===== src/rtl/dbg_cap_ctrl_mc_if.sv =====
// Signal bundle between the ADC capture source / register block and the capture controller.
// The controller side uses the slave modport; the source / register side uses master.
interface dbg_cap_ctrl_mc_if #(
    parameter int CH_NUM         = 2,
    parameter int ADC_DATA_WIDTH = 16,
    parameter int ADDR_WIDTH     = 12,
    parameter int CNT_WIDTH      = 8
);
    localparam int DW = CH_NUM * ADC_DATA_WIDTH;

    logic [DW-1:0]         adc_data;
    logic                  adc_data_vld;
    logic                  capture_enable;
    logic                  capture_start;
    logic [1:0]            capture_mode;
    logic [ADDR_WIDTH-1:0] capture_max_addr;
    logic [ADDR_WIDTH-1:0] pre_trigger_num;
    logic [DW-1:0]         trigger_pattern;
    logic [DW-1:0]         trigger_mask;
    logic [CH_NUM-1:0]     trigger_ch_en;
    logic                  trigger_logic;
    logic                  tri_succeed_cnt_clr;
    logic                  tri_succeed_cnt_overflow_mode;
    logic                  ram_wr_en;
    logic [ADDR_WIDTH-1:0] ram_waddr;
    logic [DW-1:0]         ram_wdata;
    logic                  tri_succeed;
    logic [ADDR_WIDTH-1:0] tri_addr;
    logic [ADDR_WIDTH-1:0] read_start_addr;
    logic                  capture_busy;
    logic                  capture_done;
    logic [CNT_WIDTH-1:0]  tri_succeed_cnt;

    modport master (
        output adc_data, adc_data_vld, capture_enable, capture_start, capture_mode,
               capture_max_addr, pre_trigger_num, trigger_pattern, trigger_mask,
               trigger_ch_en, trigger_logic, tri_succeed_cnt_clr, tri_succeed_cnt_overflow_mode,
        input  ram_wr_en, ram_waddr, ram_wdata, tri_succeed, tri_addr, read_start_addr,
               capture_busy, capture_done, tri_succeed_cnt
    );

    modport slave (
        input  adc_data, adc_data_vld, capture_enable, capture_start, capture_mode,
               capture_max_addr, pre_trigger_num, trigger_pattern, trigger_mask,
               trigger_ch_en, trigger_logic, tri_succeed_cnt_clr, tri_succeed_cnt_overflow_mode,
        output ram_wr_en, ram_waddr, ram_wdata, tri_succeed, tri_addr, read_start_addr,
               capture_busy, capture_done, tri_succeed_cnt
    );
endinterface


===== src/rtl/dbg_cap_ctrl_mc.sv =====
// Multi-channel capture controller: circular RAM writes with a pre-trigger window,
// masked level/edge triggering combined across channels, and a trigger-success counter.
module dbg_cap_ctrl_mc #(
    parameter int CH_NUM         = 2,
    parameter int ADC_DATA_WIDTH = 16,
    parameter int ADDR_WIDTH     = 12,
    parameter int CNT_WIDTH      = 8
) (
    input  logic             wr_clk,
    input  logic             wr_rst_n,
    dbg_cap_ctrl_mc_if.slave bus
);
    localparam int W  = ADC_DATA_WIDTH;
    localparam int DW = CH_NUM * W;
    localparam logic [ADDR_WIDTH-1:0] ONE_A = ADDR_WIDTH'(1);
    localparam logic [CNT_WIDTH-1:0]  ONE_C = CNT_WIDTH'(1);

    typedef enum logic [2:0] {
        ST_IDLE  = 3'd0,
        ST_PRE   = 3'd1,
        ST_ARMED = 3'd2,
        ST_POST  = 3'd3,
        ST_DONE  = 3'd4
    } state_t;

    state_t state_q, state_d;

    logic [ADDR_WIDTH-1:0] waddr_q, waddr_d;
    logic [ADDR_WIDTH-1:0] pre_cnt_q, pre_cnt_d;
    logic [ADDR_WIDTH-1:0] post_rem_q, post_rem_d;
    logic [ADDR_WIDTH-1:0] max_addr_q, max_addr_d;
    logic [ADDR_WIDTH-1:0] pre_eff_q, pre_eff_d;
    logic [1:0]            mode_q, mode_d;
    logic [CH_NUM-1:0]     prev_match_q, prev_match_d;
    logic                  ram_wr_en_q, ram_wr_en_d;
    logic [ADDR_WIDTH-1:0] ram_waddr_q, ram_waddr_d;
    logic [DW-1:0]         ram_wdata_q, ram_wdata_d;
    logic                  tri_succeed_q, tri_succeed_d;
    logic [ADDR_WIDTH-1:0] tri_addr_q, tri_addr_d;
    logic [ADDR_WIDTH-1:0] read_start_q, read_start_d;
    logic [CNT_WIDTH-1:0]  cnt_q, cnt_d;

    logic [CH_NUM-1:0]     ch_match, ch_hit;
    logic                  trig_any, start_ok, sample_ok, fire, pre_last, post_last;
    logic                  capture_busy, capture_done;
    logic [ADDR_WIDTH-1:0] pre_eff_new, post_rem_new, pre_cnt_inc, read_start_new;

    generate
        for (genvar gi = 0; gi < CH_NUM; gi++) begin : g_ch
            assign ch_match[gi] = ((bus.adc_data[gi*W +: W] ^ bus.trigger_pattern[gi*W +: W])
                                   & bus.trigger_mask[gi*W +: W]) == '0;
            assign ch_hit[gi]   = (mode_q == 2'd2) ? (ch_match[gi] & ~prev_match_q[gi])
                                                   : ch_match[gi];
        end
    endgenerate

    // With no channel enabled only immediate mode may trigger; the AND reduction would
    // otherwise fire on every sample.
    always_comb begin
        trig_any = 1'b0;
        if (mode_q == 2'd0)                 trig_any = 1'b1;
        else if (bus.trigger_ch_en == '0)   trig_any = 1'b0;
        else if (bus.trigger_logic)         trig_any = |(ch_hit & bus.trigger_ch_en);
        else                                trig_any = &(ch_hit | ~bus.trigger_ch_en);
    end

    assign start_ok     = bus.capture_enable && bus.capture_start &&
                          (state_q == ST_IDLE || state_q == ST_DONE);
    assign sample_ok    = capture_busy && bus.capture_enable && bus.adc_data_vld;
    assign fire         = (state_q == ST_ARMED) && sample_ok && trig_any;
    assign pre_eff_new  = (bus.pre_trigger_num < bus.capture_max_addr) ? bus.pre_trigger_num
                                                                        : bus.capture_max_addr;
    assign post_rem_new = max_addr_q - pre_eff_q;
    assign pre_cnt_inc  = pre_cnt_q + ONE_A;
    assign pre_last     = (state_q == ST_PRE) && sample_ok && (pre_cnt_inc == pre_eff_q);
    assign post_last    = (state_q == ST_POST) && sample_ok && (post_rem_q == ONE_A);
    // Window start wraps modulo the ring depth max_addr+1, not modulo 2^ADDR_WIDTH.
    assign read_start_new = (waddr_q >= pre_eff_q) ? (waddr_q - pre_eff_q)
                                                   : (waddr_q + post_rem_new + ONE_A);

    always_ff @(posedge wr_clk) begin
        if (!wr_rst_n) begin
            state_q <= ST_IDLE;
        end else begin
            state_q <= state_d;
        end
    end

    always_comb begin
        state_d = state_q;
        if (!bus.capture_enable) begin
            state_d = ST_IDLE;
        end else begin
            case (state_q)
                ST_IDLE, ST_DONE: if (bus.capture_start)
                                      state_d = (pre_eff_new != '0) ? ST_PRE : ST_ARMED;
                ST_PRE:           if (pre_last) state_d = ST_ARMED;
                ST_ARMED:         if (fire) state_d = (post_rem_new == '0) ? ST_DONE : ST_POST;
                ST_POST:          if (post_last) state_d = ST_DONE;
                default:          state_d = ST_IDLE;
            endcase
        end
    end

    always_comb begin
        capture_busy = 1'b0;
        capture_done = 1'b0;
        case (state_q)
            ST_PRE, ST_ARMED, ST_POST: capture_busy = 1'b1;
            ST_DONE:                   capture_done = 1'b1;
            default:                   ;
        endcase
    end

    always_comb begin
        waddr_d      = waddr_q;
        pre_cnt_d    = pre_cnt_q;
        post_rem_d   = post_rem_q;
        max_addr_d   = max_addr_q;
        pre_eff_d    = pre_eff_q;
        mode_d       = mode_q;
        prev_match_d = prev_match_q;
        if (start_ok) begin
            waddr_d      = '0;
            pre_cnt_d    = '0;
            max_addr_d   = bus.capture_max_addr;
            pre_eff_d    = pre_eff_new;
            mode_d       = bus.capture_mode;
            prev_match_d = '1;
        end else if (sample_ok) begin
            waddr_d      = (waddr_q == max_addr_q) ? '0 : waddr_q + ONE_A;
            prev_match_d = ch_match;
            if (state_q == ST_PRE)  pre_cnt_d  = pre_cnt_inc;
            if (state_q == ST_POST) post_rem_d = post_rem_q - ONE_A;
            if (fire)               post_rem_d = post_rem_new;
        end
    end

    always_comb begin
        ram_wr_en_d   = sample_ok;
        ram_waddr_d   = sample_ok ? waddr_q : ram_waddr_q;
        ram_wdata_d   = sample_ok ? bus.adc_data : ram_wdata_q;
        tri_succeed_d = fire;
        tri_addr_d    = fire ? waddr_q : tri_addr_q;
        read_start_d  = fire ? read_start_new : read_start_q;
        cnt_d         = cnt_q;
        if (bus.tri_succeed_cnt_clr) begin
            cnt_d = '0;
        end else if (fire) begin
            if (cnt_q == '1) cnt_d = bus.tri_succeed_cnt_overflow_mode ? '0 : cnt_q;
            else             cnt_d = cnt_q + ONE_C;
        end
    end

    always_ff @(posedge wr_clk) begin
        if (!wr_rst_n) begin
            waddr_q       <= '0;
            pre_cnt_q     <= '0;
            post_rem_q    <= '0;
            max_addr_q    <= '0;
            pre_eff_q     <= '0;
            mode_q        <= '0;
            prev_match_q  <= '0;
            ram_wr_en_q   <= 1'b0;
            ram_waddr_q   <= '0;
            ram_wdata_q   <= '0;
            tri_succeed_q <= 1'b0;
            tri_addr_q    <= '0;
            read_start_q  <= '0;
            cnt_q         <= '0;
        end else begin
            waddr_q       <= waddr_d;
            pre_cnt_q     <= pre_cnt_d;
            post_rem_q    <= post_rem_d;
            max_addr_q    <= max_addr_d;
            pre_eff_q     <= pre_eff_d;
            mode_q        <= mode_d;
            prev_match_q  <= prev_match_d;
            ram_wr_en_q   <= ram_wr_en_d;
            ram_waddr_q   <= ram_waddr_d;
            ram_wdata_q   <= ram_wdata_d;
            tri_succeed_q <= tri_succeed_d;
            tri_addr_q    <= tri_addr_d;
            read_start_q  <= read_start_d;
            cnt_q         <= cnt_d;
        end
    end

    assign bus.ram_wr_en       = ram_wr_en_q;
    assign bus.ram_waddr       = ram_waddr_q;
    assign bus.ram_wdata       = ram_wdata_q;
    assign bus.tri_succeed     = tri_succeed_q;
    assign bus.tri_addr        = tri_addr_q;
    assign bus.read_start_addr = read_start_q;
    assign bus.capture_busy    = capture_busy;
    assign bus.capture_done    = capture_done;
    assign bus.tri_succeed_cnt = cnt_q;
endmodule

===== src/flat_wrapper.sv =====
// flat-port wrapper written by rule: the top's interface ports become plain ports
module dbg_cap_ctrl_mc_flat 
#(
    parameter int CH_NUM         = 2,
    parameter int ADC_DATA_WIDTH = 16,
    parameter int ADDR_WIDTH     = 12,
    parameter int CNT_WIDTH      = 8
)
  (wr_clk, wr_rst_n, bus_adc_data, bus_adc_data_vld, bus_capture_enable, bus_capture_start, bus_capture_mode, bus_capture_max_addr, bus_pre_trigger_num, bus_trigger_pattern, bus_trigger_mask, bus_trigger_ch_en, bus_trigger_logic, bus_tri_succeed_cnt_clr, bus_tri_succeed_cnt_overflow_mode, bus_ram_wr_en, bus_ram_waddr, bus_ram_wdata, bus_tri_succeed, bus_tri_addr, bus_read_start_addr, bus_capture_busy, bus_capture_done, bus_tri_succeed_cnt);
  dbg_cap_ctrl_mc_if #(.CH_NUM(CH_NUM), .ADC_DATA_WIDTH(ADC_DATA_WIDTH), .ADDR_WIDTH(ADDR_WIDTH), .CNT_WIDTH(CNT_WIDTH)) bus_i ();
  input  logic wr_clk;
  input  logic wr_rst_n;
  input wire logic [$bits(bus_i.adc_data)-1:0] bus_adc_data;
  input wire logic [$bits(bus_i.adc_data_vld)-1:0] bus_adc_data_vld;
  input wire logic [$bits(bus_i.capture_enable)-1:0] bus_capture_enable;
  input wire logic [$bits(bus_i.capture_start)-1:0] bus_capture_start;
  input wire logic [$bits(bus_i.capture_mode)-1:0] bus_capture_mode;
  input wire logic [$bits(bus_i.capture_max_addr)-1:0] bus_capture_max_addr;
  input wire logic [$bits(bus_i.pre_trigger_num)-1:0] bus_pre_trigger_num;
  input wire logic [$bits(bus_i.trigger_pattern)-1:0] bus_trigger_pattern;
  input wire logic [$bits(bus_i.trigger_mask)-1:0] bus_trigger_mask;
  input wire logic [$bits(bus_i.trigger_ch_en)-1:0] bus_trigger_ch_en;
  input wire logic [$bits(bus_i.trigger_logic)-1:0] bus_trigger_logic;
  input wire logic [$bits(bus_i.tri_succeed_cnt_clr)-1:0] bus_tri_succeed_cnt_clr;
  input wire logic [$bits(bus_i.tri_succeed_cnt_overflow_mode)-1:0] bus_tri_succeed_cnt_overflow_mode;
  output wire logic [$bits(bus_i.ram_wr_en)-1:0] bus_ram_wr_en;
  output wire logic [$bits(bus_i.ram_waddr)-1:0] bus_ram_waddr;
  output wire logic [$bits(bus_i.ram_wdata)-1:0] bus_ram_wdata;
  output wire logic [$bits(bus_i.tri_succeed)-1:0] bus_tri_succeed;
  output wire logic [$bits(bus_i.tri_addr)-1:0] bus_tri_addr;
  output wire logic [$bits(bus_i.read_start_addr)-1:0] bus_read_start_addr;
  output wire logic [$bits(bus_i.capture_busy)-1:0] bus_capture_busy;
  output wire logic [$bits(bus_i.capture_done)-1:0] bus_capture_done;
  output wire logic [$bits(bus_i.tri_succeed_cnt)-1:0] bus_tri_succeed_cnt;
  assign bus_i.adc_data = bus_adc_data;
  assign bus_i.adc_data_vld = bus_adc_data_vld;
  assign bus_i.capture_enable = bus_capture_enable;
  assign bus_i.capture_start = bus_capture_start;
  assign bus_i.capture_mode = bus_capture_mode;
  assign bus_i.capture_max_addr = bus_capture_max_addr;
  assign bus_i.pre_trigger_num = bus_pre_trigger_num;
  assign bus_i.trigger_pattern = bus_trigger_pattern;
  assign bus_i.trigger_mask = bus_trigger_mask;
  assign bus_i.trigger_ch_en = bus_trigger_ch_en;
  assign bus_i.trigger_logic = bus_trigger_logic;
  assign bus_i.tri_succeed_cnt_clr = bus_tri_succeed_cnt_clr;
  assign bus_i.tri_succeed_cnt_overflow_mode = bus_tri_succeed_cnt_overflow_mode;
  assign bus_ram_wr_en = bus_i.ram_wr_en;
  assign bus_ram_waddr = bus_i.ram_waddr;
  assign bus_ram_wdata = bus_i.ram_wdata;
  assign bus_tri_succeed = bus_i.tri_succeed;
  assign bus_tri_addr = bus_i.tri_addr;
  assign bus_read_start_addr = bus_i.read_start_addr;
  assign bus_capture_busy = bus_i.capture_busy;
  assign bus_capture_done = bus_i.capture_done;
  assign bus_tri_succeed_cnt = bus_i.tri_succeed_cnt;
  dbg_cap_ctrl_mc #(.CH_NUM(CH_NUM), .ADC_DATA_WIDTH(ADC_DATA_WIDTH), .ADDR_WIDTH(ADDR_WIDTH), .CNT_WIDTH(CNT_WIDTH)) u_core (.wr_clk(wr_clk), .wr_rst_n(wr_rst_n), .bus(bus_i));
endmodule

===== config.mk =====
export PLATFORM = sky130hd
export DESIGN_NAME = dbg_cap_ctrl_mc_flat
export DESIGN_NICKNAME = d
export VERILOG_FILES = /design/src/rtl/dbg_cap_ctrl_mc_if.sv /design/src/rtl/dbg_cap_ctrl_mc.sv /design/src/flat_wrapper.sv
export SDC_FILE = /design/constraint.sdc
export NUM_CORES = 1
export LEC_CHECK = 0
export ABC_AREA = 1
export ABC_CLOCK_PERIOD_IN_PS = 7400
export CORE_ASPECT_RATIO = 0.5
export CORE_MARGIN = 4
export CORE_UTILIZATION = 56
export DETAILED_ROUTE_END_ITERATION = 16
export PLACE_DENSITY = 0.84
export SYNTH_ARGS = -nofsm -noshare
export SYNTH_HDL_FRONTEND = slang
export SYNTH_SLANG_ARGS = --single-unit
export TNS_END_PERCENT = 30

===== constraint.sdc =====
create_clock -name wr_clk -period 7.4 [get_ports wr_clk]
set_input_delay 1.48 -clock wr_clk [delete_from_list [all_inputs] [get_ports wr_clk]]
set_output_delay 1.48 -clock wr_clk [all_outputs]
set_load 0.02 [all_outputs]

**Word-level counts from Yosys, hierarchy flattened**

Cells that the tools add are included.

- Multiplexer cells: 23
- Reductions and logical operators: 31
- Bitwise logic cells: 13
- Equality and inequality tests: 14
- $add $sub $neg: 8
- $lt $le $gt $ge: 2

Operator list:

| kind | count |
|---|---|
| $mux W12 | 5 |
| $add A12 B1 Y12 const B | 3 |
| $and A16 B16 Y16 | 2 |
| $logic_not A16 Y1 | 2 |
| $xor A16 B16 Y16 | 2 |
| $eq A12 B12 Y1 | 2 |
| $sub A12 B12 Y12 | 2 |
| $mux W8 | 2 |
| $mux W3 | 5 |
| $add A12 B12 Y12 | 1 |
| $eq A12 B1 Y1 const B | 1 |
| $ge A12 B12 Y1 | 1 |
| $logic_not A12 Y1 | 1 |
| $lt A12 B12 Y1 | 1 |
| $pmux W3 S4 | 1 |
| $reduce_bool A12 Y1 | 1 |
| $sub A12 B1 Y12 const B | 1 |
| $logic_and A1 B1 Y1 | 10 |
| $add A8 B1 Y8 const B | 1 |
| $eq A8 B8 Y1 const B | 1 |
| $reduce_and A2 Y1 | 4 |
| $reduce_or A2 Y1 | 4 |
| $mux W1 | 7 |
| $eq A3 B2 Y1 const B | 2 |
| other kinds (18) | 29 |

- Register bits after elaboration: 145
- Logic and storage cells: 106
- Bits of input ports: 132
- Output and inout port bits: 80

**Longest topological paths before layout**

Gate-level depths: netlist of the first run.

- Depth in word-level cells: 13
- Gate-level depth with buffers: 21
- Gate-level depth less buffers: 21

**Least setup slack after synthesis of the first run**

No wires, ideal clock.

- Path kind: input to register
- From: in bus_capture_max_addr[9]
- To: reg u_core.state_q[0]
- Stages: 16
- Required time: 7287 ps
- Path slack: 4182 ps
- Arrival time: 3105 ps
- Library setup time: 113 ps
- Path buffers: 1
- Cell sequence: inv_1 ha_1 nand2_1 nor4_1 nand2_1 nand2_1 buf_2 nand2_1 o21ai_0 nand2_1 nor2_1 nand3_1 nand2_1 nand2_1 nor2_1 nor2_1

- Longest elaborated chain between the ends: 6

Ends and longest elaborated chain:

| element | line | source |
|---|---|---|
| start, declared | flat_wrapper.sv:18 | `input wire logic [$bits(bus_i.capture_max_addr)-1:0] bus_capture_max_addr;` |
| $lt A12 B12 Y1 | dbg_cap_ctrl_mc.sv:71 | `assign pre_eff_new = (bus.pre_trigger_num < bus.capture_max_addr) ? bus.pre_trigger_num` |
| $mux W12 (*) | dbg_cap_ctrl_mc.sv:71 |  |
| $reduce_bool A12 Y1 (*) | dbg_cap_ctrl_mc.sv:96 | `state_d = (pre_eff_new != '0) ? ST_PRE : ST_ARMED;` |
| $mux W2 (*) | dbg_cap_ctrl_mc.sv:96 |  |
| $mux W3 (*) | dbg_cap_ctrl_mc.sv:95 | `ST_IDLE, ST_DONE: if (bus.capture_start)` |
| $pmux W3 S4 (*) | dbg_cap_ctrl_mc.sv:94 | `case (state_q)` |
| end signal, assigned | dbg_cap_ctrl_mc.sv:85 | `state_q <= state_d;` |
| end, declared | dbg_cap_ctrl_mc.sv:26 | `state_t state_q, state_d;` |

Every way passes the cells marked *; elsewhere a longest branch is shown, timed or not. The select of a mux whose other input is x is not followed.
A chain may end at the register's enable or synchronous reset.

**Worst setup path in the final report of the first run**

- From: in bus_capture_enable
- To: reg u_core.cnt_q[3], in the netlist u_core.bus.tri_succeed_cnt[3]

- Longest elaborated chain between the ends: 5

Ends and longest elaborated chain:

| element | line | source |
|---|---|---|
| start, declared | flat_wrapper.sv:15 | `input wire logic [$bits(bus_i.capture_enable)-1:0] bus_capture_enable;` |
| $logic_and A1 B1 Y1 (2 in a row) | dbg_cap_ctrl_mc.sv:69 | `assign sample_ok = capture_busy && bus.capture_enable && bus.adc_data_vld;` |
| $logic_and A1 B1 Y1 (2 in a row) | dbg_cap_ctrl_mc.sv:70 | `assign fire = (state_q == ST_ARMED) && sample_ok && trig_any;` |
| $reduce_and A2 Y1 (no line) | -- |  |
| end signal, assigned | dbg_cap_ctrl_mc.sv:185 | `cnt_q <= cnt_d;` |
| end, declared | dbg_cap_ctrl_mc.sv:41 | `logic [CNT_WIDTH-1:0] cnt_q, cnt_d;` |

Every way passes these cells.

==> key figures, run 1 <==
Status
  • Status: finished, final reports clean

Power and ir drop
  • Combinational power share: 0.273
  • Seq pwr share: 0.356
  • Maximum VDD drop: 0.000194 V
  • P_sw: between 700 and 800 uW
  • Int Pwr: 1.52 mW
  • Switching Share: 0.342
  • Power per cell area: around 190 mW/mm2
  • Clock share of power: 0.371
  • Static leakage: roughly 5.6 nW

Layout
  • Commonest non-fill, non-tap cell in the layout: nand2_1
  • Most frequent cells in the layout: 329 x nand2_1, 210 x clkdlybuf4s50_1, 196 x inv_1
  • Layout cells sized above 1: 0.0398
  • Post-route insts no fill: around 1,900
  • Fin nets: approximately 1,800
  • Fill cells: between 1,000 and 1,500
  • Cell area after layout: about 0.012 mm2
  • ANT cells: 0
  • Synth-to-layout area growth: 29.8%

Placed design
  • HPWL Detailed: between 20 and 25 mm
  • Dpl cell area: 0.0117 mm2
  • # placed instances: about 1,900
  • Dpl ws: about 2.7 ns
  • Port-buffer cells: between 200 and 250
  • GP Congestion: roughly 1.0

Clock tree
  • Clk buf depth: 2
  • CTS clk-pin slew, worst paths: 0.07 ns
  • CTS tree: yes
  • CTS Root Cell: clkbuf_16
  • Clk_lat worst skew: 0.44 ns
  • Post-CTS Hold Fix Bufs: 0
  • Setup bufs post-CTS: 0
  • H-tree depth: 4
  • Cts bufs inserted: 17
  • Post-CTS sizing: 0
  • Clock sink count: approximately 150

Synth
  • Prevailing post-synth register cell: dfxtp_1
  • Syn Area/Cell: around 6.5 um2
  • Sequential fraction of the synthesis area: 0.308
  • Mapped Area: approximately 0.0094 mm2
  • Async S/R FF share, synth: 0
  • Cells after Synth: about 1,500
  • Syn Nets: between 1,500 and 2,000
  • Syn. warnings: 0
  • EDFF count, synth: 0
  • Cell variety after synth: 46
  • Synth area leader: dfxtp_1
  • Top cells by area, synth: dfxtp_1 31%, nand2_1 13%, inv_1 7.8%, nor2_1 7.2%, ha_1 6.9%
  • Post-synth top area share: 0.308
  • Synthesized flop and latch total: around 150

STA
  • Final period utilization: 0.577
  • Headroom to the max-slew limit: 0.254
  • Setup TNS: 0 ns
  • Setup violators final: 0
  • Final Slew Violations: 0
  • Min Tclk post-route: about 4.3 ns
  • Hold Vio Cnt, Final: 0
  • Unrepaired setup endpoints after global routing: no
  • Clock Skews: 0.0154 ns
  • Worst-margin pin slew: around 1.1 ns
  • Setup ws final: roughly 3.1 ns
  • Achievable clock frequency: 234 MHz

Setup path
  • Startpoint Class: primary input
  • Worst setup path class: primary input to flip-flop
  • Slowest CP cell: a21oi_2
  • CP most frequent cell: nand2_1
  • WP data arrival: 4.59 ns
  • Worst-path maximum fanout: 51
  • Endpoint class of the critical path: flip-flop
  • Critical Path RT: between 7 and 8 ns
  • Crit path cell chain: clkdlybuf4s50_1 -> nand3_1 -> buf_4 -> inv_2 -> buf_4 -> nand2_1 -> a21oi_2 -> nand2_1 -> nand2_1 -> a21oi_1
  • Worst path max stage delay: around 0.60 ns

Run
  • Max-cap violations: 0

Global route
  • First-pass GRT wire length: ~49 mm
  • Largest net degree at the start of global routing: 76
  • Gr usage total: 0.321
  • Vias in the first global route: 10,000
  • Initial antenna violation count: 0
  • Total grt overflow: 0

Route
  • M1 WL: 13.0 mm
  • Routed via count: 10,400
  • First DRT Iteration DRCs: 626
  • Routed WL per cell: 16.3 um
  • Pre-antenna DRT Iters: 7
  • DR top layer: met4
  • Vias per cell: around 5.5
  • WL met3: roughly 3.0 mm
  • Drt total wl: 30.8 mm
  • Post-DRT Antenna Nets: 0
  • Met2 WL: around 14 mm
  • DR DRC count: 0

Die
  • # rows: 33
  • Die Ht: approximately 100 um
  • Die width: between 150 and 200 um
  • Top Ports: 212
  • Core area: roughly 0.016 mm2
  • Die area: approximately 0.019 mm2
  • Initial core utilization: 0.573

Min path
  • HP Class: flip-flop to flip-flop
## through the flow
step / utilization / power (mW) / hold slack [ns]
2_1_floorplan: - / 1.23 / 0.444
3_3_place_gp: 0.709 / 1.44 / 0.456
3_5_place_dp: 0.709 / 1.45 / 0.458
4_1_cts: 0.744 / 2.31 / 0.469
5_1_grt: 0.744 / 2.43 / 0.485
6_report: 0.744 / 2.32 / 0.467
## final cells by class
| type | count | area [um2] | share of cell area |
|---|---|---|---|
| clock inverters | 14 | 143 | 0.0117 |
| inverters | 199 | 747 | 0.0611 |
| clock buffers | 18 | 429 | 0.0351 |
| well taps | 227 | 284 | 0.0232 |
| flip-flops and latches | 145 | 2900 | 0.237 |
| multi-input cells | 1068 | 5580 | 0.457 |
| repair buffers | 215 | 2140 | 0.175 |
## per-layer routing
| layer | vias to the layer above | track usage |
|---|---|---|
| met4 | 0 | 0.108 |
| met3 | 77 | 0.0852 |
| met1 | 4755 | 0.417 |
| met5 | - | 0 |
| li1 | 5100 | - |
| met2 | 465 | 0.522 |
## final timing paths
kind,end,start,slack (ns),cells past startpoint
hold reg to reg,u_core.bus.read_start_addr[3]$_SDFFE_PN0P_,u_core.bus.read_start_addr[3]$_SDFFE_PN0P_,0.47,2
setup / recovery,u_core.bus.tri_succeed_cnt[3]$_SDFFE_PP0P_,bus_capture_enable,3.13,10
setup reg to reg,u_core.bus.read_start_addr[10]$_SDFFE_PN0P_,u_core.pre_eff_q[1]$_SDFFE_PN0P_,3.67,18
hold / removal,u_core.bus.read_start_addr[3]$_SDFFE_PN0P_,u_core.bus.read_start_addr[3]$_SDFFE_PN0P_,0.47,2
## cells by family after synthesis
kind of cell / Yosys count / share of synthesized area
AOI/OAI and AO/OA: 279 / 0.159
xor gates and xnor gates: 55 / 0.0540
adders and majority gates: 55 / 0.0754
buffers and inverters: 240 / 0.0993
DFF: 145 / 0.308
and+or+nand+nor: 679 / 0.305
## critical path, delay by kind of cell
family	cells	cell delay [ns]
AND/OR/NAND/NOR	4	0.76
buffers and inverters	4	1.63
AO/OA/AOI/OAI	2	0.67
## synth_stat cells, types with 2 or more instances
cell type,instances
nand2_1,329
nand3_1,107
o21bai_1,2
o21ai_0,124
nand3b_1,4
inv_1,197
or2_2,6
clkbuf_1,26
o2111ai_1,2
xnor3_1,2
nand4_1,18
o21ai_1,3
buf_4,3
o21ai_2,10
nor3b_1,3
nor2_2,2
a21oi_2,2
buf_6,2
xnor2_1,13
o31ai_1,3
nor4_1,6
fa_1,3
xor2_1,40
a31oi_1,3
ha_1,52
dfxtp_1,145
o22ai_1,14
inv_2,2
nand3_4,2
buf_2,7
nor3_1,13
nor2_1,181
a21oi_1,112
buf_1,3
## sequential cells by signal, summed over array words and instances (netlist names)
| register | flops |
|---|---|
| u_core.bus.ram_wdata | 32 |
| u_core.bus.ram_waddr | 12 |
| u_core.bus.read_start_addr | 12 |
| u_core.bus.tri_addr | 12 |
| u_core.max_addr_q | 12 |
| u_core.post_rem_q | 12 |
| u_core.pre_cnt_q | 12 |
| u_core.pre_eff_q | 12 |
| u_core.waddr_q | 12 |
| u_core.bus.tri_succeed_cnt | 8 |
| u_core.state_q | 3 |
| u_core.mode_q | 2 |
| u_core.prev_match_q | 2 |
| u_core.bus.ram_wr_en | 1 |
| u_core.bus.tri_succeed | 1 |
## power groups by stage
stage / Clock (mW) / Sequential (mW) / Combinational (mW)
after floorplan: 0 / 0.851 / 0.377
after global placement: 0 / 0.841 / 0.600
after detailed placement: 0 / 0.841 / 0.610
after CTS: 0.865 / 0.824 / 0.617
after global routing: 0.905 / 0.827 / 0.695
final: 0.860 / 0.824 / 0.631
Power figures use the tool's default switching activity.
==> inputs of run 2 (changes only) <==
Settings changed: ABC_CLOCK_PERIOD_IN_PS 7400 to 4200, CORE_UTILIZATION 56 to 52, PLACE_DENSITY 0.84 to 0.78.
Clock period 7.4 ns to 4.2 ns, I/O delays scaled along.
==> run 2 against run 1 <==
Compared with the run above:
- via count fell by 0.87%
- register-to-register slack got worse by 3.0 ns
- flip-flop and latch count is the same
- utilization shrank 4.3 points
- largest cell class unchanged
- worst hold slack improved by 0.0013 ns
- largest power group unchanged
- highest routed layer unchanged
- total power increased by 80%
- routed wire length grew 4.0%
- combinational power rose by 81%
- first-iteration DRC count rose by 15%
- non-clock buffer count grew 8
- final area rose by 0.69%
==> key figures, run 2 (same netlist as run 1, synthesis figures left out) <==
Setup path
  • Worst-path maximum fanout: 5 (-90%)
  • Critical Path RT: 4.51 ns (-3.21 ns)
  • Launch point of the worst reg-to-reg path: u_core.pre_eff_q[1]$_SDFFE_PN0P_
  • WP data arrival: 3.86 ns (-0.73 ns)
  • CP most frequent cell: nand2_1
  • Worst reg2reg setup slack: 0.65 ns (-3.02 ns)
  • Worst path max stage delay: 0.52 ns (-0.08 ns)
  • Worst setup path class: flip-flop to flip-flop
  • Slowest CP cell: xor2_1
  • Crit path cell chain: inv_1 -> ha_1 -> nand2_1 -> o21ai_0 -> buf_4 -> nand2_1 -> nand2_1 -> xor2_1 -> inv_1 -> ha_1 -> nand2_1 -> nor2_1 -> nand3_1 -> o2111ai_1 -> a21oi_1 -> o21ai_0 -> nand2_1 -> nand2_1 -> a21oi_1
  • Startpoint Class: flip-flop
  • Reg2Reg Depth: 19 (+1)
  • Reg2reg end: u_core.bus.read_start_addr[10]$_SDFFE_PN0P_
  • Endpoint class of the critical path: flip-flop

STA
  • Min Tclk post-route: ~3.6 ns
  • Final period utilization: 0.846
  • Hold Vio Cnt, Final: 0 (unchanged)
  • Achievable clock frequency: 281 MHz
  • Setup TNS: 0 ns (unchanged)
  • Clock Skews: 0.0105 ns (-0.00493 ns)
  • Headroom to the max-slew limit: 0.467 (+0.214)
  • Final Slew Violations: 0 (unchanged)
  • Worst-margin pin slew: 0.798 ns (-0.321 ns)
  • Unrepaired setup endpoints after global routing: no
  • Setup violators final: 0 (unchanged)

Power and ir drop
  • Power per cell area: 338 mW/mm2 (+78%)
  • Static leakage: 5.68 nW (+0.98%)
  • Maximum VDD drop: 0.000284 V (+46%)
  • Final Power: 4.16 mW (+80%)

Min path
  • HP Class: flip-flop to flip-flop
  • Hold Crit Depth: 2 (unchanged)
  • Hold_sp: u_core.bus.read_start_addr[10]$_SDFFE_PN0P_
  • Hold Path Sink: u_core.bus.read_start_addr[10]$_SDFFE_PN0P_

Status
  • Status: finished, final reports clean

Route
  • Routed WL per cell: 16.8 um (+3.2%)
  • Drt total wl: 32.0 mm (+4.0%)
  • DR DRC count: 0 (unchanged)
  • Pre-antenna DRT Iters: 6 (-1)
  • First DRT Iteration DRCs: 721 (+15%)
  • Post-DRT Antenna Nets: 0 (unchanged)
  • Routed via count: 10,300 (-0.87%)
  • Vias per cell: 5.42 (-1.6%)

Global route
  • Met2 usage: 0.510 (-0.0120)
  • Vias in the first global route: 9,788 (-2.2%)
  • Initial antenna violation count: 0 (unchanged)
  • Gr usage total: 0.309 (-0.0114)
  • GRT busiest layer: met2
  • Largest net degree at the start of global routing: 83 (+9.2%)
  • First-pass GRT wire length: 50.3 mm (+1.6%)
  • Total grt overflow: 0 (unchanged)
  • GR Util met1: 0.405 (-0.0115)
  • M3 GR Usage: 0.0858 (+0.000557)

Clock tree
  • Setup bufs post-CTS: 0 (unchanged)
  • Post-CTS Hold Fix Bufs: 0 (unchanged)
  • CTS Root Cell: clkbuf_16
  • Post-CTS sizing: 0 (unchanged)
  • CTS clk-pin slew, worst paths: 0.07 ns (about the same)
  • Clk buf depth: 2 (unchanged)
  • Clk_lat worst skew: 0.43 ns (about the same)
  • CTS tree: yes
  • Clock sink count: 145 (unchanged)
  • Cts bufs inserted: 17 (unchanged)
  • H-tree depth: 4 (unchanged)

Die
  • Die area: 0.0205 mm2 (+7.2%)
  • Die Ht: 103 um (+3.5%)
  • # rows: 34 (+3.0%)
  • Core area: 0.0176 mm2 (+6.9%)
  • Top Ports: 212 (unchanged)
  • Initial core utilization: 0.536 (-0.0371)
  • Die width: 198 um (+3.6%)

Layout
  • Commonest non-fill, non-tap cell in the layout: nand2_1
  • Most frequent cells in the layout: 329 x nand2_1, 210 x clkdlybuf4s50_1, 196 x inv_1
  • Max reg flops: 32 (unchanged)
  • Fin nets: 1,841 (+0.44%)
  • Final core area utilization: 0.701 (-0.0433)
  • Fill cells: 1,542 (+18%)
  • ANT cells: 0 (unchanged)
  • Synth-to-layout area growth: 30.6%
  • Layout cells sized above 1: 0.0450 (+0.00521)

Run
  • Max-cap violations: 0 (unchanged)

Placed design
  • HPWL Detailed: 24.5 mm (+4.8%)
  • GP Congestion: 0.926 (-8.6%)
  • Port-buffer cells: 211 (unchanged)
run 2: changes by cell type in the layout (fill, tap and decap cells not counted), sizes merged:
| cell | previous run | this run |
|---|---|---|
| clkinvlp | 3 | 2 |
| clkbuf | 18 | 17 |
| clkinv | 3 | 2 |
| inv | 206 | 209 |
| buf | 5 | 13 |
run 2: layout make-up:
cell class | instances | area, um2 | area share
Timing Repair Buffer | 223 | 2200 | 0.178
Sequential cell | 145 | 2900 | 0.236
Clock buffer | 17 | 425 | 0.0346
Clock inverter | 15 | 161 | 0.0131
Inverter | 199 | 747 | 0.0607
Tap cell | 234 | 293 | 0.0238
Multi-Input combinational cell | 1068 | 5580 | 0.454
run 2: worst max-delay path, delay by kind of cell, from the launching register on:
kind | cells | cell delay [ns]
flip-flops | 1 | 0.51
adder cells (fa/ha/maj) | 2 | 0.72
buffers and inverters | 3 | 0.42
AND/OR/NAND/NOR | 8 | 0.73
AO/OA/AOI/OAI | 5 | 0.51
XOR/XNOR | 1 | 0.52
run 2: per-layer routing:
layer / vias up / share of wire
met5: - / 0
met4: 0 / 0.020
met1: 4714 / 0.43
met3: 58 / 0.096
met2: 416 / 0.46
li1: 5119 / -
run 2: stage by stage:
| step | worst slack (ns) | std cells | hold slack (ns) | area (um2) |
|---|---|---|---|---|
| after global placement | 0.759 | 1869 | 0.455 | 11700 |
| after global routing | 0.368 | 1901 | 0.498 | 12300 |
| after floorplan | 1.27 | 1453 | 0.444 | 9420 |
| after detailed placement | 0.623 | 1869 | 0.460 | 11700 |
| after CTS | 0.785 | 1901 | 0.471 | 12300 |
| final | 0.646 | 1901 | 0.468 | 12300 |
run 2: worst max-delay path by stage:
| stage | startpoint | to | slack [ns] | depth (start not counted) |
|---|---|---|---|---|
| after detailed placement | bus_capture_max_addr[5] | u_core.state_q[0]$_SDFFE_PN0P_ | 0.62 | 15 |
| after CTS | u_core.pre_eff_q[1]$_SDFFE_PN0P_ | u_core.bus.read_start_addr[10]$_SDFFE_PN0P_ | 0.79 | 19 |
| after floorplan | u_core.max_addr_q[0]$_SDFFE_PN0P_ | u_core.bus.read_start_addr[9]$_SDFFE_PN0P_ | 1.27 | 20 |
| after global placement | u_core.pre_eff_q[1]$_SDFFE_PN0P_ | u_core.bus.read_start_addr[10]$_SDFFE_PN0P_ | 0.76 | 19 |
| final | u_core.pre_eff_q[1]$_SDFFE_PN0P_ | u_core.bus.read_start_addr[10]$_SDFFE_PN0P_ | 0.65 | 19 |
| after global routing | u_core.pre_eff_q[1]$_SDFFE_PN0P_ | u_core.bus.read_start_addr[10]$_SDFFE_PN0P_ | 0.37 | 19 |
run 2: report_power, final:
part / switching [mW] / internal (mW) / total (mW)
clock: 0.713 / 0.848 / 1.56
sequential: 0.0343 / 1.42 / 1.45
combinational: 0.698 / 0.444 / 1.14
total: 1.45 / 2.71 / 4.16
